$ cat config.mk
export PLATFORM = sky130hd
export DESIGN_NAME = hilo_muldiv_unit
export DESIGN_NICKNAME = d
export VERILOG_FILES = /design/src/rtl/hilo_muldiv_unit.sv
export SDC_FILE = /design/constraint.sdc
export NUM_CORES = 2
export LEC_CHECK = 0
export BUFFER_PORTS_ARGS = -buffer_cell sky130_fd_sc_hd__buf_4
export CORE_MARGIN = 2
export CORE_UTILIZATION = 30
export DETAILED_ROUTE_END_ITERATION = 6
export PLACE_DENSITY = 0.55
export SYNTH_ARGS = -nofsm -noshare
export SYNTH_HDL_FRONTEND = slang
export SYNTH_SLANG_ARGS = --single-unit
$ cat constraint.sdc
create_clock -name Clk -period 10.74 [get_ports Clk]
set_input_delay 1.611 -clock Clk [delete_from_list [all_inputs] [get_ports Clk]]
set_output_delay 1.611 -clock Clk [all_outputs]
set_load 0.02 [all_outputs]
$ cat src/rtl/hilo_muldiv_unit.sv
// Multiply/divide unit that owns the architectural HI/LO registers.
// Fixed-latency multiplier and a 32-iteration restoring divider with a sign-fix cycle.
module hilo_muldiv_unit #(
  parameter int unsigned MUL_CYCLES = 4
) (
  input  logic        Clk,
  input  logic        Clr,
  input  logic        Start,
  input  logic [2:0]  Op,
  input  logic [31:0] XALU_A,
  input  logic [31:0] XALU_B,
  input  logic        Intreq,
  output logic [31:0] XALU_HI,
  output logic [31:0] XALU_LO,
  output logic        XALU_Busy,
  output logic        mul_ok
);

  typedef enum logic [1:0] {
    S_IDLE,
    S_MULT,
    S_DIV,
    S_FIX
  } state_e;

  typedef enum logic [2:0] {
    OP_MULT  = 3'b000,
    OP_MULTU = 3'b001,
    OP_DIV   = 3'b010,
    OP_DIVU  = 3'b011,
    OP_MUL   = 3'b100,
    OP_MTHI  = 3'b101,
    OP_MTLO  = 3'b110,
    OP_RSVD  = 3'b111
  } op_e;

  localparam logic [5:0] MUL_LAST = 6'(MUL_CYCLES - 1);
  localparam logic [5:0] DIV_LAST = 6'd31;

  state_e      state_q, state_d;
  logic [5:0]  count_q, count_d;
  logic [31:0] hi_q, hi_d;
  logic [31:0] lo_q, lo_d;
  logic        busy_q;
  logic        mul_ok_q, mul_ok_d;
  // opa holds the multiplicand, or the dividend shifting into the quotient.
  logic [31:0] opa_q, opa_d;
  logic [31:0] opb_q, opb_d;
  logic [31:0] rem_q, rem_d;
  logic        sign_q, sign_d;
  logic        mul_op_q, mul_op_d;
  logic        quo_neg_q, quo_neg_d;
  logic        rem_neg_q, rem_neg_d;

  op_e         op;
  logic        is_signed_div;
  logic [63:0] mul_a_ext;
  logic [63:0] mul_b_ext;
  logic [63:0] product;
  logic [32:0] rem_shift;
  logic [32:0] rem_diff;

  assign op = op_e'(Op);

  // Low 64 bits of an unsigned product of sign-extended operands equal the signed product.
  assign mul_a_ext = {{32{sign_q & opa_q[31]}}, opa_q};
  assign mul_b_ext = {{32{sign_q & opb_q[31]}}, opb_q};
  assign product   = mul_a_ext * mul_b_ext;

  assign rem_shift = {rem_q, opa_q[31]};
  assign rem_diff  = rem_shift - {1'b0, opb_q};

  assign is_signed_div = (op == OP_DIV);

  always_comb begin
    // NOTE: every variable gets a default first so no path leaves it unassigned (no latches).
    state_d   = state_q;
    count_d   = count_q;
    hi_d      = hi_q;
    lo_d      = lo_q;
    mul_ok_d  = mul_ok_q;
    opa_d     = opa_q;
    opb_d     = opb_q;
    rem_d     = rem_q;
    sign_d    = sign_q;
    mul_op_d  = mul_op_q;
    quo_neg_d = quo_neg_q;
    rem_neg_d = rem_neg_q;

    if (Intreq) begin
      // Abort wins over accept and over a same-edge commit.
      state_d  = S_IDLE;
      count_d  = 6'd0;
      mul_ok_d = 1'b0;
    end else begin
      case (state_q)
        S_IDLE: begin
          if (Start && (op != OP_RSVD)) begin
            mul_ok_d = 1'b0;
            case (op)
              OP_MTHI: hi_d = XALU_A;
              OP_MTLO: lo_d = XALU_A;
              OP_MULT, OP_MULTU, OP_MUL: begin
                opa_d    = XALU_A;
                opb_d    = XALU_B;
                sign_d   = (op != OP_MULTU);
                mul_op_d = (op == OP_MUL);
                count_d  = MUL_LAST;
                state_d  = S_MULT;
              end
              OP_DIV, OP_DIVU: begin
                opa_d     = (is_signed_div && XALU_A[31]) ? (~XALU_A + 32'd1) : XALU_A;
                opb_d     = (is_signed_div && XALU_B[31]) ? (~XALU_B + 32'd1) : XALU_B;
                rem_d     = 32'd0;
                quo_neg_d = is_signed_div && (XALU_A[31] ^ XALU_B[31]);
                rem_neg_d = is_signed_div && XALU_A[31];
                mul_op_d  = 1'b0;
                count_d   = DIV_LAST;
                state_d   = S_DIV;
              end
              default: ;
            endcase
          end
        end

        S_MULT: begin
          if (count_q == 6'd0) begin
            hi_d     = product[63:32];
            lo_d     = product[31:0];
            mul_ok_d = mul_op_q;
            state_d  = S_IDLE;
          end else begin
            count_d = count_q - 6'd1;
          end
        end

        S_DIV: begin
          // A zero divisor always subtracts, yielding all-ones quotient and remainder = dividend.
          opa_d = {opa_q[30:0], ~rem_diff[32]};
          rem_d = rem_diff[32] ? rem_shift[31:0] : rem_diff[31:0];
          if (count_q == 6'd0) begin
            state_d = S_FIX;
          end else begin
            count_d = count_q - 6'd1;
          end
        end

        S_FIX: begin
          lo_d    = quo_neg_q ? (~opa_q + 32'd1) : opa_q;
          hi_d    = rem_neg_q ? (~rem_q + 32'd1) : rem_q;
          state_d = S_IDLE;
        end

        default: state_d = S_IDLE;
      endcase
    end
  end

  // NOTE: sequential state uses non-blocking assignments so every register samples pre-edge values.
  always_ff @(posedge Clk or posedge Clr) begin
    if (Clr) begin
      state_q   <= S_IDLE;
      count_q   <= 6'd0;
      hi_q      <= 32'd0;
      lo_q      <= 32'd0;
      busy_q    <= 1'b0;
      mul_ok_q  <= 1'b0;
      opa_q     <= 32'd0;
      opb_q     <= 32'd0;
      rem_q     <= 32'd0;
      sign_q    <= 1'b0;
      mul_op_q  <= 1'b0;
      quo_neg_q <= 1'b0;
      rem_neg_q <= 1'b0;
    end else begin
      state_q   <= state_d;
      count_q   <= count_d;
      hi_q      <= hi_d;
      lo_q      <= lo_d;
      busy_q    <= (state_d != S_IDLE);
      mul_ok_q  <= mul_ok_d;
      opa_q     <= opa_d;
      opb_q     <= opb_d;
      rem_q     <= rem_d;
      sign_q    <= sign_d;
      mul_op_q  <= mul_op_d;
      quo_neg_q <= quo_neg_d;
      rem_neg_q <= rem_neg_d;
    end
  end

  assign XALU_HI   = hi_q;
  assign XALU_LO   = lo_q;
  assign XALU_Busy = busy_q;
  assign mul_ok    = mul_ok_q;

endmodule

==> summary.txt <==
status -> finished clean
total number of vias -> 39.4k
setup TNS -> 0 ps
Longest Clk Path Bufs -> 2
CTS HTree Levels -> 4
IO Pins -> 137
Clock Skew -> 20.5 ps
Layout area overhead -> 7.90%
Least-Margin Pin Slew -> 1330 ps
WP data arrival -> 9560 ps
Crit Path Category -> register to register
Max Cap Viol -> 0
post-cts resize count -> 0
Slew HR -> 11.3%
max incr delay on CP -> 630 ps
critical path's top delay family -> adder cells
Antenna Violating Nets Remaining -> 0
most common cell after layout, fill and taps aside -> inv_1
final hold vios -> 0
# rows -> 150
worst skew pair latency -> 520 ps
TritonCTS clock tree -> done
Starting Density -> 30.1%
initial DRC count -> 3,239
f_max -> 0.110 GHz
fin crit period -> 9130 ps
Synth area leader -> fa_1
layout filler cell count -> 17.6k
Syn Area/Cell -> 8.75 um^2
GRT overflow -> 0
warnings from Yosys -> 0
fraction of registers with async set/reset -> 100%
vias per inst -> 5.00
PortBufs -> 136
Worst Hold Class -> register to register
met1 usage -> 27.0%
most frequent cell on the critical path -> fa_1
post-CTS setup buffers -> 0
Synth Cell Area -> 0.0502 mm^2
first-pass GRT wire length -> 258,000 um
fin nets -> 7,109
fraction of layout cells with a size suffix above 1 -> 5.63%
wirelength, routed -> 166,000 um
Final setup viols -> 0
die area -> 0.171 mm^2
Die Ht -> 413 um
Final Wtd Congestion -> 0.913
Yosys top cell area share -> 44.9%
Global Route met3 Usage -> 2.34%
CP max-delay cell -> fa_1
largest net degree at the start of global routing -> 129
DR DRC count -> 0
busiest metal layer after global routing -> met2
post-synth cell types -> 78
Crit. End Element -> register
clock transition at the registers of the reported paths -> 80 ps
Die W -> 413 um
most frequent cells in the layout -> inv_1 (1,188), fa_1 (1,126), nand2_1 (935)
crit-path max FO -> 13
Post-synth top flop -> dfrtp_1
WL per Instance -> 21.1 um
Hold Buf Count CTS -> 0
vias in the first global route -> 41.7k
routing usage on met2 -> 33.1%
Buf/Inv on CP -> 5
register area share after synthesis -> 8.68%
RSZ-0062 raised after global routing -> false
DRT Pass-1 Iters -> 5
Post-synth EDFFs -> 0
HPWL Detailed -> 137,000 um
startpoint types -> register
final cycle utilization of the critical path -> 85.0%
initial antenna violation count -> 4
clock root buffer -> clkbuf_16
Core ar. -> 0.167 mm^2
# clock sinks -> 174
synthesized instance count -> 5,736
Synthesized Nets -> 7,189
Slew Limit Fails -> 0
gr usage total -> 19.9%
Critical Path RT -> 11,180 ps
flop and latch count out of synthesis -> 174
ranking of synthesized cells by area -> fa_1 (45%), inv_1 (8.9%), dfrtp_1 (8.7%), nand2_1 (7.0%), ha_1 (6.4%)
cts bufs inserted -> 17
[final cells by class]
type,instances,area [um^2],area share (%)
Multi-Input combinational cell,4023,40100,74.0
Clock buffer,20,457,0.843
Timing Repair Buffer,249,1880,3.47
Clock inverter,12,124,0.229
Sequential cell,174,4360,8.04
Inverter,1191,4480,8.27
Antenna cell,3,7.51,0.0139
Tap cell,2204,2760,5.09
[registers in the layout, indices dropped and copies added, names as in the netlist, 2 cells and up]
register  count
state_q       2
XALU_LO      32
opa_q        32
rem_q        32
opb_q        32
count_q       6
XALU_HI      32
[path summary, 6_finish.rpt]
| kind | slack (ps) | startpoint | cells after the start | endpoint |
|---|---|---|---|---|
| max in group asynchronous | 7950 | Clr | 3 | opa_q[30] |
| min in group asynchronous | 1310 | Clr | 2 | XALU_LO[25] |
| setup reg to reg | 1610 | opa_q[31] | 25 | XALU_HI[29] |
| hold reg to reg | 480 | XALU_LO[28] | 2 | XALU_LO[28] |
| setup / recovery | 1610 | opa_q[31] | 25 | XALU_HI[29] |
| hold / removal | 480 | XALU_LO[28] | 2 | XALU_LO[28] |
[logic make-up (layout without fill, tap and decap cells)]
group           count (synthesis)  count (layout)  share of synthesized area [%]
flops                         174             174                           8.68
buf+inv                      1539            1472                           11.5
other cells                     0               3                              0
simple gates                 1725            1725                           15.8
fa+ha+maj                    1382            1382                           51.3
xor+xnor                      211             211                           3.68
compound gates                690             690                           8.71
mux                            15              15                          0.307
[routing by layer]
metal	wire, um	part of all wire (%)
met4	6150	3.7
met2	79900	48
met1	70800	43
met3	9340	5.6
met5	0	0
[stage by stage]
step / hold WS (ps) / util (%) / setup WS [ps] / std cells / cell area (um^2)
2_1_floorplan: 477 / - / 2670 / 5736 / 50200
3_3_place_gp: 463 / 32.1 / 1640 / 7841 / 53600
3_5_place_dp: 473 / 32.1 / 1590 / 7841 / 53600
4_1_cts: 488 / 32.5 / 1550 / 7873 / 54100
5_1_grt: 517 / 32.5 / 1090 / 7873 / 54100
6_report: 480 / 32.5 / 1610 / 7876 / 54200
[tightest hold or removal path, cell delays in order (launching register included)]
cell	delay, ps
dfrtp_1	340
nand2_1	50
o21ai_0	60
[Yosys cell counts, types with 28 or more instances]
| cell | instances |
|---|---|
| inv_1 | 1189 |
| fa_1 | 1126 |
| nand2_1 | 936 |
| and2_1 | 303 |
| clkbuf_1 | 291 |
| ha_1 | 256 |
| nor2_1 | 214 |
| o21ai_0 | 196 |
| a21oi_1 | 180 |
| dfrtp_1 | 174 |
| xnor2_1 | 140 |
| xor2_1 | 71 |
| buf_1 | 51 |
| nand3_1 | 51 |
| a21o_1 | 49 |
| o31ai_1 | 37 |
| nor3_1 | 35 |
| a221oi_1 | 33 |
| and3_1 | 28 |
| nand2b_1 | 28 |
Power is not shown: default switching activity piles up to over one toggle a cycle in this logic, so the estimate is an artifact.
